[src/rtl/fp_dot_pkg.sv]
// Shared types and constants for the FP16 dot-product sequencer.
package fp_dot_pkg;

  localparam int FP16_W = 16;
  localparam logic [FP16_W-1:0] FP16_ZERO = 16'h0000;

  typedef enum logic [2:0] {
    IDLE,
    AB,
    ADD,
    DRAIN,
    DONE
  } state_e;

endpackage

[src/rtl/fp_dot_seq_if.sv]
// Operand/result link between the dot-product sequencer (master) and the FP16 MAC (slave).
interface fp_dot_seq_if;
  import fp_dot_pkg::*;

  logic              mac_val;
  logic              mac_enA;
  logic              mac_enB;
  logic [FP16_W-1:0] mac_opA;
  logic [FP16_W-1:0] mac_opB;
  logic              mac_enADD;
  logic [FP16_W-1:0] mac_opADD;
  logic              mac_val_i;
  logic [FP16_W-1:0] mac_out_i;

  modport master (
    output mac_val, mac_enA, mac_enB, mac_opA, mac_opB, mac_enADD, mac_opADD,
    input  mac_val_i, mac_out_i
  );

  modport slave (
    input  mac_val, mac_enA, mac_enB, mac_opA, mac_opB, mac_enADD, mac_opADD,
    output mac_val_i, mac_out_i
  );

endinterface

[src/rtl/fp_dot_buf.sv]
// Paired A/B operand register arrays: one host write port, one shared read index.
module fp_dot_buf
  import fp_dot_pkg::*;
#(
  parameter int DEPTH = 16,
  parameter int AW    = 4
) (
  input  logic              clk,
  input  logic              we,
  input  logic [AW-1:0]     waddr,
  input  logic [FP16_W-1:0] wdata_a,
  input  logic [FP16_W-1:0] wdata_b,
  input  logic [AW-1:0]     raddr,
  output logic [FP16_W-1:0] rdata_a,
  output logic [FP16_W-1:0] rdata_b
);

  logic [FP16_W-1:0] vec_a_q [DEPTH];
  logic [FP16_W-1:0] vec_b_q [DEPTH];

  // Contents are loaded by the host before use, so the arrays carry no reset.
  always_ff @(posedge clk) begin
    if (we) begin
      vec_a_q[waddr] <= wdata_a;
      vec_b_q[waddr] <= wdata_b;
    end
  end

  assign rdata_a = vec_a_q[raddr];
  assign rdata_b = vec_b_q[raddr];

endmodule

[src/rtl/fp_dot_seq.sv]
// Streams buffered FP16 operand pairs into the MAC, feeding the running sum back
// as the addend, and reports the dot product with a one-cycle done pulse.
module fp_dot_seq
  import fp_dot_pkg::*;
#(
  parameter int DEPTH = 16,
  parameter int AW    = 4
) (
  input  logic              clk,
  input  logic              reset_n,
  input  logic              wr_en,
  input  logic [AW-1:0]     wr_addr,
  input  logic [FP16_W-1:0] wr_a,
  input  logic [FP16_W-1:0] wr_b,
  input  logic              start,
  input  logic [AW:0]       len,
  output logic              busy,
  output logic              done,
  output logic [FP16_W-1:0] result,
  output logic              err,
  fp_dot_seq_if.master      mac
);

  localparam logic [AW:0] LEN_MAX = (AW+1)'(DEPTH);

  state_e            state_q, state_d;
  logic [AW:0]       idx_q, idx_d, idx_inc;
  logic [AW:0]       len_q, len_d;
  logic [FP16_W-1:0] acc_q, acc_d;
  logic [FP16_W-1:0] result_q, result_d;
  logic              err_q, err_d;
  logic              buf_we;
  logic [FP16_W-1:0] rd_a, rd_b;

  fp_dot_buf #(
    .DEPTH(DEPTH),
    .AW   (AW)
  ) u_buf (
    .clk    (clk),
    .we     (buf_we),
    .waddr  (wr_addr),
    .wdata_a(wr_a),
    .wdata_b(wr_b),
    .raddr  (idx_q[AW-1:0]),
    .rdata_a(rd_a),
    .rdata_b(rd_b)
  );

  always_ff @(posedge clk or negedge reset_n) begin
    if (!reset_n) begin
      state_q  <= IDLE;
      idx_q    <= '0;
      len_q    <= '0;
      acc_q    <= FP16_ZERO;
      result_q <= FP16_ZERO;
      err_q    <= 1'b0;
    end else begin
      state_q  <= state_d;
      idx_q    <= idx_d;
      len_q    <= len_d;
      acc_q    <= acc_d;
      result_q <= result_d;
      err_q    <= err_d;
    end
  end

  // MAC results arrive two cycles after issue, so element i's sum is picked up
  // in the AB slot of element i+1, and the final one in DRAIN.
  always_comb begin
    state_d       = state_q;
    idx_d         = idx_q;
    len_d         = len_q;
    acc_d         = acc_q;
    result_d      = result_q;
    err_d         = err_q;
    buf_we        = 1'b0;
    idx_inc       = idx_q + 1'b1;
    mac.mac_val   = 1'b0;
    mac.mac_enA   = 1'b0;
    mac.mac_enB   = 1'b0;
    mac.mac_opA   = FP16_ZERO;
    mac.mac_opB   = FP16_ZERO;
    mac.mac_enADD = 1'b0;
    mac.mac_opADD = FP16_ZERO;

    case (state_q)
      IDLE: begin
        buf_we = wr_en;
        if (start) begin
          err_d = 1'b0;
          if (len == '0) begin
            result_d = FP16_ZERO;
            state_d  = DONE;
          end else begin
            len_d   = (len > LEN_MAX) ? LEN_MAX : len;
            idx_d   = '0;
            state_d = AB;
          end
        end
      end
      AB: begin
        mac.mac_val = 1'b1;
        mac.mac_enA = 1'b1;
        mac.mac_enB = 1'b1;
        mac.mac_opA = rd_a;
        mac.mac_opB = rd_b;
        if (idx_q != '0) begin
          acc_d = mac.mac_out_i;
          if (!mac.mac_val_i) err_d = 1'b1;
        end
        state_d = ADD;
      end
      ADD: begin
        mac.mac_val   = 1'b1;
        mac.mac_enADD = 1'b1;
        mac.mac_opADD = (idx_q == '0) ? FP16_ZERO : acc_q;
        idx_d         = idx_inc;
        state_d       = (idx_inc < len_q) ? AB : DRAIN;
      end
      DRAIN: begin
        acc_d    = mac.mac_out_i;
        result_d = mac.mac_out_i;
        if (!mac.mac_val_i) err_d = 1'b1;
        state_d  = DONE;
      end
      DONE: begin
        state_d = IDLE;
      end
      default: begin
        state_d = IDLE;
      end
    endcase
  end

  assign busy   = (state_q == AB) || (state_q == ADD) || (state_q == DRAIN);
  assign done   = (state_q == DONE);
  assign result = result_q;
  assign err    = err_q;

endmodule

[src/flat_wrapper.sv]
// flat-port wrapper written by rule: the top's interface ports become plain ports
module fp_dot_seq_flat import fp_dot_pkg::*;
#(
  parameter int DEPTH = 16,
  parameter int AW    = 4
)
  (clk, reset_n, wr_en, wr_addr, wr_a, wr_b, start, len, busy, done, result, err, mac_mac_val, mac_mac_enA, mac_mac_enB, mac_mac_opA, mac_mac_opB, mac_mac_enADD, mac_mac_opADD, mac_mac_val_i, mac_mac_out_i);
  fp_dot_seq_if mac_i ();
  input  logic clk;
  input  logic reset_n;
  input  logic wr_en;
  input  logic [AW-1:0] wr_addr;
  input  logic [FP16_W-1:0] wr_a;
  input  logic [FP16_W-1:0] wr_b;
  input  logic start;
  input  logic [AW:0] len;
  output logic busy;
  output logic done;
  output logic [FP16_W-1:0] result;
  output logic err;
  output wire logic [$bits(mac_i.mac_val)-1:0] mac_mac_val;
  output wire logic [$bits(mac_i.mac_enA)-1:0] mac_mac_enA;
  output wire logic [$bits(mac_i.mac_enB)-1:0] mac_mac_enB;
  output wire logic [$bits(mac_i.mac_opA)-1:0] mac_mac_opA;
  output wire logic [$bits(mac_i.mac_opB)-1:0] mac_mac_opB;
  output wire logic [$bits(mac_i.mac_enADD)-1:0] mac_mac_enADD;
  output wire logic [$bits(mac_i.mac_opADD)-1:0] mac_mac_opADD;
  input wire logic [$bits(mac_i.mac_val_i)-1:0] mac_mac_val_i;
  input wire logic [$bits(mac_i.mac_out_i)-1:0] mac_mac_out_i;
  assign mac_mac_val = mac_i.mac_val;
  assign mac_mac_enA = mac_i.mac_enA;
  assign mac_mac_enB = mac_i.mac_enB;
  assign mac_mac_opA = mac_i.mac_opA;
  assign mac_mac_opB = mac_i.mac_opB;
  assign mac_mac_enADD = mac_i.mac_enADD;
  assign mac_mac_opADD = mac_i.mac_opADD;
  assign mac_i.mac_val_i = mac_mac_val_i;
  assign mac_i.mac_out_i = mac_mac_out_i;
  fp_dot_seq #(.DEPTH(DEPTH), .AW(AW)) u_core (.clk(clk), .reset_n(reset_n), .wr_en(wr_en), .wr_addr(wr_addr), .wr_a(wr_a), .wr_b(wr_b), .start(start), .len(len), .busy(busy), .done(done), .result(result), .err(err), .mac(mac_i));
endmodule
[config.mk]
export PLATFORM = sky130hd
export DESIGN_NAME = fp_dot_seq_flat
export DESIGN_NICKNAME = d
export VERILOG_FILES = /design/src/rtl/fp_dot_pkg.sv /design/src/rtl/fp_dot_seq_if.sv /design/src/rtl/fp_dot_buf.sv /design/src/rtl/fp_dot_seq.sv /design/src/flat_wrapper.sv
export SDC_FILE = /design/constraint.sdc
export NUM_CORES = 1
export LEC_CHECK = 0
export ABC_AREA = 1
export CORE_ASPECT_RATIO = 1.5
export CORE_MARGIN = 10
export CORE_UTILIZATION = 54
export CTS_CLUSTER_DIAMETER = 120
export DETAILED_ROUTE_END_ITERATION = 8
export PLACE_DENSITY = 0.76
export SETUP_SLACK_MARGIN = 0.1
export SLEW_MARGIN = 10
export SYNTH_ARGS = -nofsm -noshare
export SYNTH_HDL_FRONTEND = slang
export SYNTH_SLANG_ARGS = --single-unit
[constraint.sdc]
create_clock -name clk -period 2.55 [get_ports clk]
set_input_delay 0.51 -clock clk [delete_from_list [all_inputs] [get_ports clk]]
set_output_delay 0.51 -clock clk [all_outputs]
set_load 0.1 [all_outputs]
==> results of run 1 <==
placed cells by master (no fill, tap or decap), types with 5 or more instances in the layout:
cell and count:
a21oi_1 5, a21oi_4 32, buf_12 90, buf_16 20
buf_4 57, buf_6 9, buf_8 5, clkbuf_1 10
clkbuf_16 65, clkdlybuf4s50_1 60, clkinv_1 10, clkinv_2 11
dfrtp_1 44, edfxtp_1 512, ha_1 5, inv_1 367
inv_2 24, nand2_1 912, nand2_2 60, nand3_1 192
nand3_2 69, nor2_1 6, nor2_4 35, o21ai_0 23
layout make-up:
cell class                 count  area, sq um  area share [%]
timing repair buffer         257         3920            12.6
multi-input combinational   1359         6790            21.9
sequential                   558        16500            53.3
tap                          576          721            2.32
clock inverter                28          214           0.690
clock buffer                  62         1330            4.28
inverter                     395         1510            4.88
registers in the layout, indices dropped and copies added (netlist names):
signal and cells:
u_core.acc_q 16, u_core.err 1, u_core.idx_q 5, u_core.len_q 5, u_core.result 16, u_core.state_q 3
u_core.u_buf.vec_a_q 256, u_core.u_buf.vec_b_q 256
through the flow:
step	power, mW	setup WS, ns	setup TNS, ns	instances
after detailed placement	22.9	0.125	0	3097
after CTS	31.4	-0.349	-13.27	3212
after global routing	34.1	-0.424	-17.14	3235
after floorplan	19.2	-0.390	-3.44	2426
after global placement	22.6	0.178	0	3097
final	32.9	-0.357	-13.94	3235
metal layers:
metal | vias up | GRT usage, %
met1 | 8563 | 27.0
met4 | 0 | 10.9
li1 | 8106 | -
met2 | 989 | 40.7
met5 | - | 0
met3 | 201 | 5.28
power by group through the flow:
stage / registers (mW) / logic [mW] / clock network, mW
after floorplan: 11.7 / 7.44 / 0
after global placement: 10.9 / 11.7 / 0
after detailed placement: 10.9 / 11.9 / 0
after CTS: 10.8 / 13.4 / 7.25
after global routing: 10.8 / 15.7 / 7.57
final: 10.8 / 14.9 / 7.21
worst min path at each step:
stage | to | slack (ns) | cells after the start
final | u_core.result[4] | 0.48 | 2
after global routing | u_core.result[15] | 0.50 | 2
after CTS | u_core.result[4] | 0.48 | 2
after detailed placement | u_core.result[4] | 0.46 | 2
after global placement | u_core.result[6] | 0.46 | 2
after floorplan | u_core.acc_q[0] | 0.21 | 0
logic make-up (layout without fill, tap and decap cells):
family	Yosys count	count (layout)	synth area share [%]
buffers and inverters	509	742	8.39
xor gates and xnor gates	3	3	0.109
and+or+nand+nor	1285	1285	21.5
adders and majority gates	6	6	0.311
AOI/OAI and AO/OA	65	65	1.36
DFF	558	558	68.4
critical path, stage by stage (launching register included):
cell	delay [ns]
dfrtp_4	0.57
buf_8	0.19
clkbuf_16	0.19
nand2_1	0.08
nand3_1	0.09
nand2_1	0.11
nand2_1	0.06
nand2_1	0.07
inv_1	0.07
a21oi_4	0.18
buf_12	0.19
timing repair:
item	4_1_cts	5_1_grt
endpoints found under the hold margin	25	0
pin swaps	31	64
gates resized for setup	117	121
hold buffers	1	0
gates cloned	11	17
setup endpoints to repair	48	48
setup buffers	13	7
==> run_results.csv, run 1 <==
group,metric,value,unit
outcome,status,"finished with violations",
outcome,failed_checks,"negative setup slack",
timing,worst_slew_pin_slew,0.760,ns
placement,gp_congestion,0.855,
timing,hold_viol_final,0,
detailed_routing,wl_met1,23.4,mm
power,vdd_drop_max,1.27,mV
logic_synthesis,synth_area_per_cell,9.96,sq um
floorplan,io_pins,133,
global_routing,antenna_found_initial,0,
logic_synthesis,ys_types,26,
critical_path,r2r_end,"u_core.state_q[1]",
critical_path,cp.arrival,2.40,ns
floorplan,dieArea,53800,sq um
power,p_clk_share,21.9,%
timing,holdWs,0.478,ns
finish,area_growth,28.3,%
logic_synthesis,synth.top_cells.by_area,"edfxtp_1 (64%), nand2_1 (15%), inv_1 (6.1%)",
logic_synthesis,synth_cells,2426,
clocking,cts_sinks,558,
logic_synthesis,ys_seq_area_share,68.4,%
clocking,cts.clk_slew.worst_paths,0.06,ns
detailed_routing,top_layer_used,"met4",
critical_path,critical_path.max_fanout,16,
clocking,clockBufferDepth,3,
logic_synthesis,yosysMostFrequentCell,"nand2_1",
placement,dp_hpwl,36.8,mm
global_routing,grt.total_usage,23.5,%
detailed_routing,wl_met3,6.33,mm
logic_synthesis,synth_top_area_share,63.6,%
detailed_routing,vias,17900,
detailed_routing,dr.pass1.iters,6,
floorplan,initial_utilization,54.8,%
power,p_leak,13.1,nW
clocking,cts_max_level,2,
critical_path,crit_type,"reg2out",
critical_path,r2r_cells,9,
power,p_sw,13.2,mW
timing,rsz0062_at_grt,"true",
placement,place_area,27800,sq um
finish,final_area,31000,sq um
timing,fin_crit_sh,114,%
detailed_routing,final_antenna_net_count,0,
finish,fillers,2788,
power,internal_power,19.7,mW
logic_synthesis,synthTopCellsByCount,"nand2_1 (973), edfxtp_1 (512), inv_1 (392), nand3_1 (262), buf_2 (71)",
detailed_routing,drt_iter0_markers,1900,
critical_path,critical_path_required,2.04,ns
timing,setup_viol,48,
clocking,cts_root_buffer,"clkbuf_16",
floorplan,row_count,94,
clocking,cts_buffers,49,
detailed_routing,dr_wl_met2,35.0,mm
global_routing,overflow,0,
min_path,min_from,"u_core.result[4]",
critical_path,start_kind,"register",
logic_synthesis,synth_edf_count,512,
global_routing,grt_pass1_vias,17700,
timing,post-route-min-period,2.91,ns
finish,fin_util,70.3,%
run,cap_violations,0,
logic_synthesis,ys_warn_count,0,
floorplan,core-area,44100,sq um
logic_synthesis,synth.ff_latch_count,558,
power,sequentialPowerShare,32.8,%
timing,fin_ws,-0.357,ns
timing,max_freq,344,MHz
timing,clock_skew,0.0148,ns
power,pwr-share-comb,45.3,%
logic_synthesis,synth_ff_type,"edfxtp_1",
finish,drive_above_1_share,18.9,%
clocking,clk-insertion-delay-late,0.58,ns
critical_path,timing.rr.start,"u_core.idx_q[0]",
power,p_sw_share,40.1,%
critical_path,cp-startpoint,"u_core.idx_q[0]",
critical_path,critPathCaptureType,"output port",
power,powerDensity,1060,nW/um^2
detailed_routing,wl_per_cell,20.8,microns
timing,relSlewSlack,49.2,%
detailed_routing,vias_per_cell,5.52,
critical_path,reg2reg_slack,0.24,ns
global_routing,grt_pass1_wl,97.8,mm
timing,slew_viol_final,0,
global_routing,grt_max_degree,48,
logic_synthesis,synth_fp_nets,2494,
detailed_routing,post-route-drc-count,0,
floorplan,die_w,193,microns
floorplan,die_h,279,microns
min_path,hp-class,"reg2reg",
clocking,tritoncts,"yes",
finish,num-nets-final,2688,
finish,antenna_cells,0,
logic_synthesis,async_flop_share,8.24,%
critical_path,cp-endpoint,"mac_mac_opA[8]",
logic_synthesis,syn_area,24200,sq um
logic_synthesis,synth_largest_area_cell,"edfxtp_1",
placement,numPortBuffers,132,
detailed_routing,drt_wl_total,67.4,mm
No activity file was read; power rests on OpenSTA's default activity.
==> inputs of run 2 (changes only) <==
- CTS_CLUSTER_SIZE: default -> 20
==> run 2 against run 1 <==
Net effect:
- the run still ends with negative setup slack left
- core utilization down 1.5 points
- largest power group unchanged
- hold slack worse by 0.011 ns
- via count down 1.7%
- sequential share of layout area up 1.2 points
- wire length down 3.9%
- flip-flop and latch count unchanged
==> run_results.csv, run 2 (synthesized netlist as in run 1, its figures left out) <==
group,metric,value,unit
outcome,status,"finished with violations",
outcome,failed_checks,"negative setup slack",
global_routing,grt_pass1_wl,95.9,mm
finish,fillers,2898,
critical_path,crit_type,"reg2out",
power,pwr-share-comb,48.2,%
timing,rsz0062_at_grt,"true",
power,sequentialPowerShare,35.2,%
power,p_sw_share,41.2,%
power,p_clk_share,16.6,%
timing,clock_skew,0.0181,ns
global_routing,grt.total_usage,22.9,%
placement,gp_congestion,0.855,
min_path,hp-class,"in2async",
placement,numPortBuffers,132,
critical_path,critPathCaptureType,"output port",
finish,drive_above_1_share,18.3,%
power,internal_power,18.0,mW
timing,relSlewSlack,48.4,%
clocking,clockBufferDepth,3,
critical_path,reg2reg_slack,0.15,ns
clocking,cts.clk_slew.worst_paths,0.08,ns
detailed_routing,wl_per_cell,20.2,microns
placement,place_area,27800,sq um
floorplan,die_w,193,microns
finish,mostFrequentLayoutCells,"nand2_1 (900), edfxtp_1 (512), inv_1 (363)",
global_routing,grt_pass1_vias,17500,
detailed_routing,vias_per_cell,5.48,
power,p_sw,12.6,mW
timing,fin_ws,-0.410,ns
critical_path,cp-startpoint,"u_core.idx_q[1]",
floorplan,row_count,94,
floorplan,io_pins,133,
timing,max_freq,338,MHz
power,p_leak,12.8,nW
global_routing,grt_max_degree,91,
finish,final_area,30400,sq um
timing,holdWs,0.468,ns
timing,worst_slew_pin_slew,0.772,ns
clocking,cts_buffers,31,
power,powerDensity,1010,nW/um^2
critical_path,r2r_cells,8,
timing,slew_viol_final,0,
timing,fin_crit_sh,116,%
critical_path,critical_path.max_fanout,90,
detailed_routing,drt_wl_total,64.8,mm
detailed_routing,final_antenna_net_count,0,
floorplan,dieArea,53800,sq um
run,cap_violations,0,
finish,area_growth,25.6,%
finish,layout_commonest_cell,"nand2_1",
critical_path,timing.rr.start,"u_core.idx_q[0]",
global_routing,antenna_found_initial,0,
detailed_routing,vias,17500,
timing,post-route-min-period,2.96,ns
clocking,cts_max_level,1,
timing,hold_viol_final,0,
clocking,clk-insertion-delay-late,0.60,ns
floorplan,initial_utilization,54.8,%
critical_path,cp.arrival,2.45,ns
floorplan,die_h,279,microns
critical_path,start_kind,"register",
power,vdd_drop_max,1.18,mV
detailed_routing,post-route-drc-count,0,
critical_path,critical_path_required,2.04,ns
global_routing,overflow,0,
detailed_routing,dr.pass1.iters,6,
clocking,tritoncts,"yes",
finish,antenna_cells,0,
detailed_routing,drt_iter0_markers,1799,
critical_path,cp-endpoint,"mac_mac_opB[5]",
finish,largest_registers,"u_core.u_buf.vec_a_q: 256 flops, u_core.u_buf.vec_b_q: 256 flops",
placement,dp_hpwl,36.8,mm
critical_path,r2r_end,"u_core.state_q[1]",
clocking,cts_sinks,558,
clocking,cts_root_buffer,"clkbuf_16",
floorplan,core-area,44100,sq um
finish,num-nets-final,2670,
timing,setup_viol,48,
[run 2: changes by cell type in the layout (fill, tap and decap cells not counted), sizes merged]
cell	delta
buf	+3
nand3	+1
bufinv	-3
clkinvlp	-3
clkbuf	-10
clkinv	-21
[run 2: metal layers]
layer / up-vias / wire [microns] / track usage (%)
li1: 8056 / - / -
met1: 8479 / 23300 / 26.7
met2: 876 / 33700 / 40.5
met3: 137 / 5670 / 4.26
met4: 0 / 2120 / 9.35
met5: - / 0 / 0
[run 2: per-stage QoR]
step                      util, %  total power [mW]  std cells  worst slack (ns)  TNS (ns)
after floorplan                 -              19.2       2426            -0.390     -3.44
after global placement       62.9              22.6       3097             0.178         0
after detailed placement     62.9              22.9       3097             0.125         0
after CTS                    67.3              29.5       3188            -0.380    -15.42
after global routing         68.9              31.8       3202            -0.513    -19.16
final                        68.9              30.6       3202            -0.410    -15.74
[run 2: worst min-delay path by stage]
stage          slack [ns]         startpoint  depth (start not counted)                 to
6_report             0.47            reset_n                          2    u_core.acc_q[3]
5_1_grt              0.49  mac_mac_out_i[15]                          3  u_core.result[15]
4_1_cts              0.46            reset_n                          2  u_core.result[14]
3_5_place_dp         0.46   u_core.result[4]                          2   u_core.result[4]
3_3_place_gp         0.46   u_core.result[6]                          2   u_core.result[6]
2_1_floorplan        0.21            reset_n                          0    u_core.acc_q[0]
[run 2: area by class of cell]
| class | instances | area, sq um | share of cell area, % |
|---|---|---|---|
| Sequential cell | 558 | 16500 | 54.4 |
| Multi-Input combinational cell | 1360 | 6840 | 22.5 |
| Timing Repair Buffer | 255 | 3860 | 12.7 |
| Inverter | 395 | 1510 | 4.97 |
| Clock buffer | 57 | 883 | 2.91 |
| Tap cell | 576 | 721 | 2.37 |
| Timing Repair inverter | 1 | 16.3 | 0.0536 |
[run 2: power groups by stage]
| stage | clock [mW] | sequential, mW | combinational, mW |
|---|---|---|---|
| 2_1_floorplan | 0 | 11.7 | 7.44 |
| 3_3_place_gp | 0 | 10.9 | 11.7 |
| 3_5_place_dp | 0 | 10.9 | 11.9 |
| 4_1_cts | 5.13 | 10.8 | 13.6 |
| 5_1_grt | 5.42 | 10.8 | 15.6 |
| 6_report | 5.08 | 10.8 | 14.7 |
[run 2: what timing repair did]
action,CTS,global route
buffers inserted,18,3
endpoints found under the setup margin,48,66
gates cloned,15,11
hold buffers,1,0
pin swaps,50,59
endpoints found under the hold margin,25,0
resized for setup,135,121
[run 2: critical path, stage by stage, from the launching register on]
cell and delay (ns):
dfrtp_4 0.50, buf_16 0.37, nand3_1 0.15, nand2_1 0.11, nand2_2 0.05, nand2_2 0.08
inv_2 0.05, a21oi_4 0.21, buf_12 0.20
==> inputs of run 3 (changes only) <==
- SYNTH_HIERARCHICAL: default -> 1
==> run 3 against run 2 <==
Net effect:
- hold slack worse by 0.0056 ns
- global-route usage grew 1.1 points
- synthesized cell count increased by 0.87%
- wire length rose by 11%
- critical path type unchanged
- critical endpoint is now mac_mac_opA[8]
- non-clock buffer count increased by 12
- highest routed layer is now met5
- total power increased by 1.5%
- largest cell class unchanged
- the flow still finishes with violations (negative setup slack)
==> run_results.csv, run 3 <==
group,metric,value,unit
min_path,min_to,"u_core/result[15]",
clocking,clk-insertion-delay-late,0.61,ns
detailed_routing,drt_iter0_markers,2131,
logic_synthesis,synth_top_area_share,62.5,%
timing,post-route-min-period,3.02,ns
floorplan,initial_utilization,54.8,%
power,p_sw,12.9,mW
critical_path,cp_slowest_stage_delay,0.55,ns
global_routing,antenna_found_initial,5,
logic_synthesis,async_flop_share,8.24,%
timing,tns,-17.46,ns
critical_path,timing.rr.start,"u_core/idx_q[0]",
min_path,min_from,"mac_mac_out_i[15]",
detailed_routing,vias_per_cell,5.75,
timing,rsz0062_at_grt,"true",
placement,gp_congestion,0.839,
clocking,cts_buffers,31,
floorplan,die_h,281,microns
power,p_total,31.1,mW
critical_path,crit_path_top_delay_cell,"dfrtp_4",
clocking,cts_max_level,1,
critical_path,r2r_cells,9,
critical_path,cp_num_buf_inv,4,
detailed_routing,drt_wl_total,71.7,mm
timing,fin_crit_sh,118,%
logic_synthesis,synthMuxAreaShare,0,%
timing,setup_viol,48,
logic_synthesis,ys_warn_count,6,
logic_synthesis,synth.top_cells.by_area,"edfxtp_1 (62%), nand2_1 (12%), nand3_1 (8.4%)",
clocking,clockBufferDepth,3,
outcome,status,"finished with violations",
critical_path,r2r_end,"u_core/state_q[1]",
logic_synthesis,synth_ff_type,"edfxtp_1",
critical_path,crit_type,"reg2out",
logic_synthesis,synth_edf_count,512,
detailed_routing,top_layer_used,"met5",
placement,place_area,27800,sq um
detailed_routing,vias,18600,
logic_synthesis,synth.ff_latch_count,558,
global_routing,grt_pass1_vias,18300,
clocking,cts.clk_slew.worst_paths,0.09,ns
power,vdd_drop_max,1.40,mV
logic_synthesis,synth_fp_nets,2515,
global_routing,grt_max_degree,53,
critical_path,start_kind,"register",
detailed_routing,dr_wl_met2,36.1,mm
finish,num-nets-final,2697,
global_routing,overflow,0,
finish,mostFrequentLayoutCells,"nand2_1 (740), edfxtp_1 (512), inv_1 (413)",
detailed_routing,wl_met1,23.6,mm
power,p_leak,13.1,nW
power,pwr-share-comb,48.7,%
logic_synthesis,synth-simple-area-share,22.3,%
clocking,cts_sinks,558,
outcome,failed_checks,"negative setup slack",
detailed_routing,wl_per_cell,22.2,microns
global_routing,grt_pass1_wl,103,mm
min_path,min_path_cells,3,
critical_path,cp_common_cell,"nand3_1",
floorplan,core-area,44900,sq um
floorplan,die_w,194,microns
power,p_clk_share,16.6,%
logic_synthesis,synth_adder_area_share,0.305,%
power,sequentialPowerShare,34.7,%
critical_path,cp.arrival,2.51,ns
detailed_routing,final_antenna_net_count,0,
logic_synthesis,synth_largest_area_cell,"edfxtp_1",
run,cap_violations,0,
timing,worst_slew_pin_slew,0.698,ns
critical_path,cp_cell_sequence,"buf_12 -> buf_16 -> nand2_1 -> nand3_1 -> nand3_1 -> nand3_1 -> nand2_2 -> inv_2 -> nor2_4 -> buf_12",
logic_synthesis,synth_xor_area_share,0.107,%
logic_synthesis,synth_top_family_by_area,"simple AND/OR/NAND/NOR gates",
placement,dp_hpwl,36.4,mm
power,p_sw_share,41.5,%
logic_synthesis,synth_cells,2447,
floorplan,row_count,95,
placement,numPortBuffers,132,
detailed_routing,wl_met3,8.06,mm
detailed_routing,dr.pass1.iters,7,
timing,relSlewSlack,53.5,%
critical_path,crit_family,"simple AND/OR/NAND/NOR gates",
global_routing,grt.total_usage,24.0,%
timing,clock_skew,0.0176,ns
finish,largest_registers,"u_core/u_buf/vec_a_q: 256 flops, u_core/u_buf/vec_b_q: 256 flops",
detailed_routing,post-route-drc-count,0,
timing,fin_ws,-0.469,ns
critical_path,critical_path_required,2.04,ns
logic_synthesis,yosysMostFrequentCell,"nand2_1",
power,internal_power,18.2,mW
finish,area_growth,24.3,%
critical_path,reg2reg_slack,0.15,ns
timing,max_freq,331,MHz
critical_path,critPathCaptureType,"output port",
critical_path,critical_path.max_fanout,24,
logic_synthesis,synth_compound_area_share,0.193,%
timing,hold_viol_final,0,
floorplan,dieArea,54700,sq um
min_path,hp-class,"in2reg",
logic_synthesis,ys_seq_area_share,67.1,%
logic_synthesis,synthTopCellsByCount,"nand2_1 (811), edfxtp_1 (512), inv_1 (442), nand3_1 (411), nor2_1 (71)",
clocking,tritoncts,"yes",
finish,layout_commonest_cell,"nand2_1",
logic_synthesis,ys_types,30,
power,powerDensity,1010,nW/um^2
finish,drive_above_1_share,18.0,%
finish,final_area,30600,sq um
floorplan,io_pins,133,
logic_synthesis,syn_area,24600,sq um
logic_synthesis,synth_area_per_cell,10.1,sq um
timing,slew_viol_final,0,
clocking,cts_root_buffer,"clkbuf_16",
run 3: how the worst max path moves through the flow:
stage	from	to	slack (ns)	depth (start not counted)
3_5_place_dp	u_core/idx_q[0]	mac_mac_opADD[3]	0.11	8
4_1_cts	u_core/idx_q[0]	mac_mac_opADD[9]	-0.40	9
3_3_place_gp	u_core/idx_q[0]	mac_mac_opA[13]	0.14	11
5_1_grt	u_core/idx_q[0]	mac_mac_opA[8]	-0.51	10
6_report	u_core/idx_q[0]	mac_mac_opA[8]	-0.47	10
2_1_floorplan	u_core/idx_q[0]	mac_mac_opADD[10]	-0.33	6
run 3: metal layers:
layer	track usage (%)	vias up
met5	0	-
met4	11.7	4
met3	4.51	314
met2	43.1	1299
met1	26.8	8820
li1	-	8172
run 3: worst register-to-register path, cell delays in order, from the launching register on:
cell	delay, ns
dfrtp_4	0.51
buf_12	0.23
clkbuf_16	0.24
ha_1	0.22
nand3_1	0.13
xor2_2	0.19
ha_1	0.30
a21o_1	0.18
nor3_1	0.19
a21oi_1	0.10
run 3: cell families (layout without fill, tap and decap cells):
| group | Yosys count | count (layout) |
|---|---|---|
| adder cells (fa/ha/maj) | 6 | 6 |
| AO/OA/AOI/OAI | 9 | 9 |
| XOR/XNOR | 3 | 3 |
| other | 0 | 3 |
| AND/OR/NAND/NOR | 1306 | 1306 |
| flip-flops | 558 | 558 |
| buffers and inverters | 565 | 771 |
run 3: layout make-up:
cell class	instances	area (sq um)
tap	582	728
multi-input combinational	1324	6550
sequential	558	16500
clock buffer	57	883
antenna	3	7.51
timing repair buffer	267	4180
inverter	446	1710
fill	2934	14300
timing repair inverter	1	8.76
run 3: timing repair:
action | CTS | global route
pin swaps | 33 | 27
setup buffers | 18 | 9
endpoints found under the hold margin | 26 | 0
resized for setup | 132 | 110
cloned | 21 | 12
setup endpoints to repair | 48 | 50
hold buffers | 1 | 0
run 3: stage by stage:
| step | utilization (%) | std cells | hold WS, ns | setup slack, ns |
|---|---|---|---|---|
| floorplan | - | 2447 | 0.214 | -0.331 |
| global placement | 62.0 | 3117 | 0.458 | 0.137 |
| detailed placement | 62.0 | 3117 | 0.460 | 0.114 |
| CTS | 66.4 | 3214 | 0.454 | -0.402 |
| global route | 68.1 | 3237 | 0.498 | -0.509 |
| finish | 68.1 | 3238 | 0.462 | -0.469 |
run 3: power groups by stage:
stage / sequential, mW / combinational (mW) / clock, mW
finish: 10.8 / 15.1 / 5.14
global route: 10.8 / 15.9 / 5.48
CTS: 10.8 / 14.0 / 5.15
detailed placement: 11.0 / 12.2 / 0
global placement: 10.9 / 11.9 / 0
floorplan: 11.7 / 7.88 / 0
